==> src/rtl/mult_seq_pkg.sv <==
`default_nettype none
// ---------------------------------------------------------------------------
// mult_seq_pkg : shared constants and FSM encoding for the sequential multiplier
// Rev 1.0
// ---------------------------------------------------------------------------
package mult_seq_pkg;

    localparam int MULT_WIDTH = 32;
    localparam int MULT_CNT_W = 6;

    typedef enum logic [1:0] {
        ST_IDLE = 2'd0,
        ST_RUN  = 2'd1,
        ST_SIGN = 2'd2
    } state_e;

endpackage : mult_seq_pkg
`default_nettype wire

==> src/rtl/mult_seq_dp.sv <==
`default_nettype none
// ---------------------------------------------------------------------------
// mult_seq_dp : operand magnitudes, shift-add accumulator and final sign fix
// Rev 1.0
// ---------------------------------------------------------------------------
module mult_seq_dp
    import mult_seq_pkg::*;
#(
    parameter int WIDTH = MULT_WIDTH
) (
    input  logic             clk_i,
    input  logic             rst_ni,
    input  logic             load_i,
    input  logic             step_i,
    input  logic             fin_i,
    input  logic             signed_i,
    input  logic [WIDTH-1:0] a_i,
    input  logic [WIDTH-1:0] b_i,
    output logic [WIDTH-1:0] hi_o,
    output logic [WIDTH-1:0] lo_o
);

    logic [WIDTH-1:0]   mcnd_q, mplr_q, acc_q, hi_q, lo_q;
    logic               neg_q;
    logic [WIDTH-1:0]   a_mag_d, b_mag_d, addend_d;
    logic [WIDTH:0]     sum_d;
    logic [2*WIDTH-1:0] prod_d, res_d;

    // The most-negative value negates to itself, which is its exact unsigned magnitude.
    assign a_mag_d  = (signed_i && a_i[WIDTH-1]) ? (~a_i + WIDTH'(1)) : a_i;
    assign b_mag_d  = (signed_i && b_i[WIDTH-1]) ? (~b_i + WIDTH'(1)) : b_i;
    assign addend_d = mplr_q[0] ? mcnd_q : '0;
    assign sum_d    = {1'b0, acc_q} + {1'b0, addend_d};
    assign prod_d   = {acc_q, mplr_q};
    assign res_d    = neg_q ? (~prod_d + (2*WIDTH)'(1)) : prod_d;

    always_ff @(posedge clk_i or negedge rst_ni) begin
        if (!rst_ni) begin
            mcnd_q <= '0;
            mplr_q <= '0;
            acc_q  <= '0;
            neg_q  <= 1'b0;
            hi_q   <= '0;
            lo_q   <= '0;
        end else begin
            if (load_i) begin
                mcnd_q <= a_mag_d;
                mplr_q <= b_mag_d;
                acc_q  <= '0;
                neg_q  <= signed_i & (a_i[WIDTH-1] ^ b_i[WIDTH-1]);
            end else if (step_i) begin
                // Carry out of the adder becomes the new accumulator MSB.
                {acc_q, mplr_q} <= {sum_d, mplr_q[WIDTH-1:1]};
            end
            if (fin_i) begin
                {hi_q, lo_q} <= res_d;
            end
        end
    end

    assign hi_o = hi_q;
    assign lo_o = lo_q;

endmodule : mult_seq_dp
`default_nettype wire

==> src/rtl/mult_seq.sv <==
`default_nettype none
// ---------------------------------------------------------------------------
// mult_seq : iterative shift-add multiplier, FSM/counter/handshake wrapper
// Rev 1.0
// ---------------------------------------------------------------------------
module mult_seq
    import mult_seq_pkg::*;
#(
    parameter int WIDTH = MULT_WIDTH,
    parameter int CNT_W = MULT_CNT_W
) (
    input  logic             clk_i,
    input  logic             rst_ni,
    input  logic             start_i,
    input  logic             signed_i,
    input  logic [WIDTH-1:0] a_i,
    input  logic [WIDTH-1:0] b_i,
    output logic             busy_o,
    output logic             done_o,
    output logic [WIDTH-1:0] hi_o,
    output logic [WIDTH-1:0] lo_o
);

    state_e           state_q;
    logic [CNT_W-1:0] cnt_q;
    logic             busy_q, done_q;
    logic             load_d, step_d, fin_d;

    assign load_d = (state_q == ST_IDLE) && start_i;
    assign step_d = (state_q == ST_RUN);
    assign fin_d  = (state_q == ST_SIGN);

    always_ff @(posedge clk_i or negedge rst_ni) begin
        if (!rst_ni) begin
            state_q <= ST_IDLE;
            cnt_q   <= '0;
            busy_q  <= 1'b0;
            done_q  <= 1'b0;
        end else begin
            case (state_q)
                ST_IDLE: begin
                    done_q <= 1'b0;
                    busy_q <= start_i;
                    cnt_q  <= '0;
                    if (start_i) state_q <= ST_RUN;
                end
                ST_RUN: begin
                    busy_q <= 1'b1;
                    done_q <= 1'b0;
                    cnt_q  <= cnt_q + 1'b1;
                    if (cnt_q == CNT_W'(WIDTH - 1)) state_q <= ST_SIGN;
                end
                ST_SIGN: begin
                    // BUSY stays up through the DONE cycle; IDLE decides whether it drops.
                    busy_q  <= 1'b1;
                    done_q  <= 1'b1;
                    cnt_q   <= '0;
                    state_q <= ST_IDLE;
                end
                default: begin
                    busy_q  <= 1'b0;
                    done_q  <= 1'b0;
                    cnt_q   <= '0;
                    state_q <= ST_IDLE;
                end
            endcase
        end
    end

    mult_seq_dp #(
        .WIDTH (WIDTH)
    ) u_dp (
        .clk_i    (clk_i),
        .rst_ni   (rst_ni),
        .load_i   (load_d),
        .step_i   (step_d),
        .fin_i    (fin_d),
        .signed_i (signed_i),
        .a_i      (a_i),
        .b_i      (b_i),
        .hi_o     (hi_o),
        .lo_o     (lo_o)
    );

    assign busy_o = busy_q;
    assign done_o = done_q;

endmodule : mult_seq
`default_nettype wire
==> config.mk <==
export PLATFORM = sky130hd
export DESIGN_NAME = mult_seq
export DESIGN_NICKNAME = d
export VERILOG_FILES = /design/src/rtl/mult_seq_pkg.sv /design/src/rtl/mult_seq_dp.sv /design/src/rtl/mult_seq.sv
export SDC_FILE = /design/constraint.sdc
export NUM_CORES = 1
export LEC_CHECK = 0
export ABC_AREA = 1
export CAP_MARGIN = 20
export CORE_ASPECT_RATIO = 2
export CORE_MARGIN = 3
export CORE_UTILIZATION = 45
export DETAILED_ROUTE_END_ITERATION = 6
export PLACE_DENSITY = 0.76
export SYNTH_ARGS = -nofsm -noshare
export SYNTH_HDL_FRONTEND = slang
export SYNTH_HIERARCHICAL = 1
export SYNTH_SLANG_ARGS = --single-unit
export TNS_END_PERCENT = 5
==> constraint.sdc <==
create_clock -name clk_i -period 5.8 [get_ports clk_i]
set_input_delay 1.74 -clock clk_i [delete_from_list [all_inputs] [get_ports clk_i]]
set_output_delay 1.74 -clock clk_i [all_outputs]
set_load 0.005 [all_outputs]
==> impl_metrics.env <==
export IMPL_powerDensity_nw_per_um2=498
export IMPL_synth_avg_cell_area_um2=6.42
export IMPL_ys_async_sr_fraction=1.00
export IMPL_startpoint_type="primary input"
export IMPL_die_w_um=127
export IMPL_layoutNonFillerInstCount=2537
export IMPL_dieArea_um2=31600
export IMPL_cp_end_kind="flop"
export IMPL_synth_top_area_cell="dfrtp_1"
export IMPL_hold_violations=0
export IMPL_ant_nets=0
export IMPL_grt_pass1_wl_mm=69.4
export IMPL_ys_flop_type="dfrtp_1"
export IMPL_ys_seq_elements=171
export IMPL_grt_max_degree=114
export IMPL_pwr_share_comb=0.559
export IMPL_synth_most_common_cell="nand2_1"
export IMPL_cts_clk_slew_worst_paths_ps=70
export IMPL_maxCapViolations=0
export IMPL_arrival_ps=4250
export IMPL_synthTopCellsByArea="dfrtp_1, nand2_1, inv_1, nand3_1, nor2_1"
export IMPL_fin_area_um2=15300
export IMPL_reg2reg_from="u_dp/mplr_q[0]"
export IMPL_final_period_utilization=0.675
export IMPL_routed_wl_mm=44.5
export IMPL_rows=88
export IMPL_seqPwrFrac=0.295
export IMPL_final_nets=2275
export IMPL_whs_path_depth=1
export IMPL_grt_pass1_vias=13200
export IMPL_required_ps=6130
export IMPL_drcViolationCount=0
export IMPL_cts_resized=0
export IMPL_ir_worst_vdd_uv=262
export IMPL_worst_setup_path_type="primary input to flop"
export IMPL_worst_path_max_fanout=34
export IMPL_syn_to_final_growth_pct=16.0
export IMPL_place_gp_congestion=1.00
export IMPL_num_io_pins=134
export IMPL_avgRoutedWirePerCell_um=17.5
export IMPL_worst_pin_slew_ps=1050
export IMPL_relSlewSlack=0.297
export IMPL_vias=13600
export IMPL_setup_violations=0
export IMPL_leakage_uw=0.00793
export IMPL_die_h_um=248
export IMPL_yosysUniqueCellTypes=46
export IMPL_ff2ff_path_depth=13
export IMPL_n_antenna_cell=0
export IMPL_synthTopCellsByCount="nand2_1, inv_1, nor2_1, nand3_1, dfrtp_1"
export IMPL_postPlaceCellArea_um2=14800
export IMPL_netlist_instances=2059
export IMPL_hold_buffers=0
export IMPL_p_switching_uw=3760
export IMPL_insertion_delay_ps=470
export IMPL_cts_sinks=171
export IMPL_track_usage=0.284
export IMPL_hpwl_mm=35.5
export IMPL_drt_iter0_drc=905
export IMPL_cts_made_buffers=17
export IMPL_dp_cells=2506
export IMPL_pwr_share_clk=0.146
export IMPL_nFillCells=2979
export IMPL_seq_area_frac_synth=0.324
export IMPL_h_tree_depth=4
export IMPL_status="finished, final reports clean"
export IMPL_slew_violations=0
export IMPL_initial_core_util=0.458
export IMPL_synth_area_um2=13200
export IMPL_grt_setup_unrepaired="false"
export IMPL_fin_crit_ps=3920
export IMPL_grt_overflow=0
export IMPL_synthesis_nets=2169
export IMPL_drive_above_1_share=0.0528
export IMPL_clk_path_buf_depth=2
export IMPL_antenna_found_initial=0
export IMPL_yosysTopAreaCellShare=0.324
export IMPL_clock_fmax_mhz=255
export IMPL_hp_class="flop to flop"
export IMPL_post_cts_repair_setup_buffers=0
export IMPL_cts_root_buf="clkbuf_16"
export IMPL_crit_start="start_i"
export IMPL_synth_edf_count=0
export IMPL_hp_start="cnt_q[0]"
export IMPL_setup_tns_ps=0
export IMPL_intPower_uw=3880
export IMPL_io_buffers=133
export IMPL_yosysWarnings=6
export IMPL_core_area_um2=28800
export IMPL_drt_pass1_iterations=6
export IMPL_swShare=0.492
export IMPL_cts_tree="yes"
export IMPL_fin_worst_skew_ps=10.3
export IMPL_vias_per_cell=5.37
-- sequential cells by signal, indices dropped and copies added, names as in the netlist --
name,count
done_o,1
busy_o,1
u_dp/mcnd_q,32
u_dp/neg_q,1
state_q,2
u_dp/lo_o,32
u_dp/acc_q,32
u_dp/mplr_q,32
cnt_q,6
u_dp/hi_o,32
-- critical path: stages --
cell and delay [ps]:
clkdlybuf4s50_1 480, nand2_1 80, inv_1 420, nor2_2 70, buf_4 260, inv_1 810
o21ai_0 170, o21bai_1 200
-- placed cells by master (no fill, tap or decap), types with 4 or more instances in the layout --
cell type	count
nand2_1	731
inv_1	268
nor2_1	197
nand3_1	172
dfrtp_1	170
clkdlybuf4s50_1	132
o21ai_0	100
a21oi_1	48
xor2_1	47
ha_1	41
nand4_1	38
o21ai_1	25
xnor2_1	21
clkbuf_16	17
nor2_2	17
o22ai_1	17
nand2_2	14
a31oi_1	12
inv_2	10
nor2_4	10
buf_4	9
nor3_1	9
nand3b_1	8
nand3_2	7
o211ai_1	7
clkinvlp_4	4
inv_6	4
o21bai_1	4
nor4_1	4
o21ai_4	4
-- cell type report --
class                      instances  area, um2  area share
multi-input combinational       1553       7580       0.494
sequential                       171       4280       0.279
timing repair buffer             143       1420      0.0926
inverter                         279       1050      0.0683
tap                              360        450      0.0294
clock buffer                      17        425      0.0277
clock inverter                    14        129     0.00840
-- cell families after synthesis --
group,after synthesis,synth area share
and+or+nand+nor,1216,0.391
xor gates and xnor gates,68,0.0451
AOI/OAI and AO/OA,227,0.0975
buffers and inverters,335,0.103
DFF,171,0.324
adders and majority gates,42,0.0403
-- layer usage --
metal	up-vias	share of wire	wire (um)	track usage
li1	6735	-	-	-
met5	-	0	0	0
met2	444	0.53	23600	0.530
met1	6292	0.36	16000	0.292
met4	0	0.069	3080	0.184
met3	146	0.043	1900	0.0408
-- power groups by stage --
| stage | registers, uW | clock network, uW | logic, uW |
|---|---|---|---|
| 6_report | 2250 | 1110 | 4270 |
| 5_1_grt | 2320 | 1170 | 4760 |
| 4_1_cts | 2250 | 1140 | 4250 |
| 3_5_place_dp | 2270 | 0 | 4230 |
| 3_3_place_gp | 2250 | 0 | 4150 |
| 2_1_floorplan | 2110 | 0 | 2820 |
-- metrics by stage --
step	total power (uW)	utilization	hold slack (ps)	setup WS, ps
finish	7640	0.532	466	1880
global route	8260	0.532	488	1650
CTS	7630	0.532	468	1920
detailed placement	6490	0.512	458	1430
global placement	6400	0.512	445	1470
floorplan	4930	-	429	2830
-- path summary, 6_finish.rpt --
kind	end	slack (ps)
min in group asynchronous	u_dp/hi_o[13]	1250
setup / recovery	u_dp/mplr_q[18]	1880
hold / removal	cnt_q[0]	470
setup reg to reg	u_dp/acc_q[28]	2660
max in group asynchronous	u_dp/neg_q	3490
hold reg to reg	cnt_q[0]	470
(Power assumes the default switching activity.)
==> variant 1, RTL diff (same settings) <==
Change the package constant `MULT_CNT_W` from 6 to 12.
--- a/src/rtl/mult_seq_pkg.sv
+++ b/src/rtl/mult_seq_pkg.sv
@@ -8,3 +8,3 @@
     localparam int MULT_WIDTH = 32;
-    localparam int MULT_CNT_W = 6;
+    localparam int MULT_CNT_W = 12;
 
Behaviour: same outputs for any inputs over 10 cycles, from zero or initial values and one cycle with rst_ni low; that may be too few to reach the edited logic, so the function may still have changed.
==> variant 1 against the original RTL <==
Design area increased by 2.8%. Core utilization is 0.065 points higher. Synthesized area up 2.5%. Count of clock-buffer cells in the layout is 2 higher. Power is 11% lower. Final cell count rose by 2.2%. Die area increased by 2.4%. Routed wire length grew 2.3%. Hold slack better by 0.012 ns. Largest cell class unchanged. Largest power group unchanged. Setup slack improved by 0.34 ns. Sequential cell count grew 6. Critical path type unchanged.
==> variant 1: results (changes against the original RTL) <==
Pwr:
- The reported sequential group power is 1.99 mW (-12%).
- The peak ir drop on the vdd network is 0.000220 V (-16%).
- The share of total power in combinational logic is 53.6% (-2.3 points).

Hold path:
- The cell count of the worst hold path is 2 (+1).
- The worst hold path terminates at u_dp/lo_o[20]$_DFFE_PN0P_.

Detailed routing:
- The routed length on met3 came to 1.72 mm (-9.8%).
- The total detailed-routing wirelength is 45.5 mm (+2.3%).
- The highest layer touched by signal routing is met5.
- The violation count after the first detailed-routing iteration is 921 (+1.8%).
- The via-per-instance ratio is 5.38 (+0.30%).

Synth:
- The compound-cell area share of the yosys netlist is 9.66% (-0.093 points).
- The synthesized area per cell is 6.43 um^2 (+0.19%).
- The arithmetic-cell share of the synthesized area counting full adders, half adders and majority gates is 3.93% (-0.099 points).

Final layout:
- The number of nets at the end of the flow is 2326 (+2.2%).
- The share of cells above drive strength 1 is 5.52% (+0.24 points).

Status:
- The flow ran to the end, and the final reports show no timing, DRC or antenna violations.

GRT:
- The number of antenna violations at the first check in global routing is 1 (+1).
- The number of global-route vias before repair came to 13800 (+4.3%).

STA:
- The worst-margin pin slew was 0.848 ns (-0.206 ns).

Critical path:
- The maximum net fanout on the critical path is 24 (-29%).
- The destination of the worst register-to-register timing path is u_dp/acc_q[15]$_DFFE_PN0P_.
- The delay of the slowest cell on the worst path was 0.45 ns (-0.36 ns).
- The number of cells on the worst reg-to-reg path was 16 (+3).
- The critical-path cell with the highest stage delay is clkdlybuf4s50_1.

Placement:
- The count of placed standard cells including taps is 2558 (+2.1%).
-- variant 1: changes by cell type after synthesis, sizes merged, moves of 2 or more --
| cell | before | now |
|---|---|---|
| inv | 278 | 282 |
| nand3 | 180 | 182 |
| nor2 | 224 | 240 |
| a21oi | 49 | 51 |
| o21ai | 131 | 134 |
| nand2 | 747 | 758 |
| dfrtp | 171 | 177 |
-- variant 1: worst max-delay path by stage --
stage                       start                          end  slack [ns]  depth (start not counted)
after floorplan            a_i[0]  u_dp/mcnd_q[18]$_DFFE_PN0P_        2.83                         10
final                     a_i[31]  u_dp/mcnd_q[30]$_DFFE_PN0P_        2.23                          9
after global placement    start_i  u_dp/mplr_q[18]$_DFFE_PN0P_        1.73                          8
after detailed placement  start_i  u_dp/mplr_q[18]$_DFFE_PN0P_        1.68                          8
after CTS                 start_i  u_dp/mplr_q[18]$_DFFE_PN0P_        2.14                          8
after global routing      a_i[31]  u_dp/mcnd_q[30]$_DFFE_PN0P_        2.03                          9
-- variant 1: routing by layer --
layer	vias to the layer above	GRT usage, %
li1	6898	-
met1	6500	29.7
met2	423	52.3
met3	137	3.64
met4	2	16.0
met5	-	0
-- variant 1: stage by stage --
stage               hold WS (ns)  instance area [um^2]
floorplan                  0.449                 13600
global placement           0.462                 15100
detailed placement         0.464                 15100
CTS                        0.484                 15700
global route               0.497                 15800
finish                     0.478                 15800
-- variant 1: worst min-delay path, cell delays in order, from the launching register on --
cell	delay [ns]
dfrtp_1	0.34
nand2_1	0.06
nand2_1	0.05
-- variant 1: area by class of cell --
class                   count  area [um^2]
fillers                  3030        13900
multi-input cells        1590         7750
flip-flops and latches    177         4430
repair buffers            147         1480
inverters                 283         1060
well taps                 364          455
clock buffers              19          453
clock inverters            13          135
==> variant 2, RTL diff (same flow settings) <==
Without the edit above. Encoding of `state_e`: now one-hot (3 bits for 3 states).
--- a/src/rtl/mult_seq_pkg.sv
+++ b/src/rtl/mult_seq_pkg.sv
@@ -10,6 +10,6 @@
 
-    typedef enum logic [1:0] {
-        ST_IDLE = 2'd0,
-        ST_RUN  = 2'd1,
-        ST_SIGN = 2'd2
+    typedef enum logic [2:0] {
+        ST_IDLE = 3'b001,
+        ST_RUN  = 3'b010,
+        ST_SIGN = 3'b100
     } state_e;
Function: same outputs for any inputs over 10 cycles, from zero or initial values and one cycle with rst_ni low; not proved beyond that.
==> variant 2 against the original RTL <==
Count of clock-buffer cells in the layout is 1 higher. Routed wire length is 0.13% higher. Sequential cell count is 1 higher. Power is 8.3% lower. Setup slack better by 0.45 ns. Synthesized area is 0.18% lower. Die area is 0.17% lower. Combinational power is 8.9% lower. Design area is 0.14% higher. Critical endpoint is now u_dp/acc_q[11]$_DFFE_PN0P_.
==> variant 2: results (changes against the original RTL) <==
GRT:
- The global-route wire length before repair came to 69.2 mm (-0.21%).
- The routing usage on met1 is 29.0% (-0.27 points).
- The met3 capacity usage during global routing is 3.52% (-0.56 points).
- The number of global-route vias before repair is 13200 (+0.038%).

Detailed routing:
- The violation count after the first detailed-routing iteration was 1099 (+21%).
- The routed metal-1 wire length is 15.8 mm (-0.88%).

Critical path:
- The slack of the worst reg-to-reg path came to 2.96 ns (+0.30 ns).
- The number of buffer and inverter instances along the worst setup path is 5 (+1).
- The worst path arrival time is 3.81 ns (-0.44 ns).
- The endpoint identified for the worst register-to-register timing path is u_dp/acc_q[30]$_DFFE_PN0P_.
- The critical-path cell with the highest stage delay is clkdlybuf4s50_1.
- The number of cells on the worst reg-to-reg path is 14 (+1).

Final layout:
- The share of cells above drive strength 1 is 5.75% (+0.46 points).
- The number of nets at the end of the flow is 2267 (-0.35%).

STA:
- The final-layout worst hold slack came to 0.480 ns (+0.0133 ns).
- The headroom to the max-slew limit was 36.5% (+6.8 points).

Synth:
- The count of cell types in the netlist is 47 (+2.2%).
- The net count after synthesis is 2159 (-0.46%).
- After synthesis, the cell types taking the most area are dfrtp_1 (32%), nand2_1 (21%), inv_1 (7.5%), nand3_1 (6.5%), nor2_1 (5.7%).

Hold path:
- The cell count of the worst hold path is 2 (+1).
- The terminating pin of the worst hold path is u_dp/hi_o[27]$_DFFE_PN0P_.
- The worst hold path begins at u_dp/hi_o[27]$_DFFE_PN0P_.

Status:
- The flow ran to the end, and the final reports show no timing, DRC or antenna violations.

Pwr:
- The power density over the cells is 457 nW/um^2 (-8.4%).
- The power dissipated in the clock network came to 1.15 mW (+4%).

Placement:
- The final estimated routing congestion in global placement is 1.01 (+1.1%).
[variant 2: cell types whose count changed in the layout (fill, tap and decap cells not counted), moves of 2 or more]
cell,unedited run,this run
inv_2,10,14
clkinvlp_4,4,1
o21ai_0,100,97
inv_6,4,2
a21oi_1,48,45
clkinv_4,1,3
buf_4,9,11
inv_8,3,5
inv_1,268,264
nor2_2,17,19
ha_1,41,36
[variant 2: kinds of logic after synthesis]
kind of cell | after synthesis | synth area share, %
XOR/XNOR | 70 | 4.65
AO/OA/AOI/OAI | 220 | 9.40
flip-flops | 172 | 32.6
buffers and inverters | 335 | 10.3
AND/OR/NAND/NOR | 1220 | 39.5
adder cells (fa/ha/maj) | 37 | 3.57
[variant 2: area by class of cell]
class	instances	share of cell area, %
repair buffers	145	9.34
well taps	360	2.93
multi-input cells	1547	49.1
inverters	279	6.82
flip-flops and latches	172	28.0
clock inverters	14	0.945
clock buffers	18	2.86
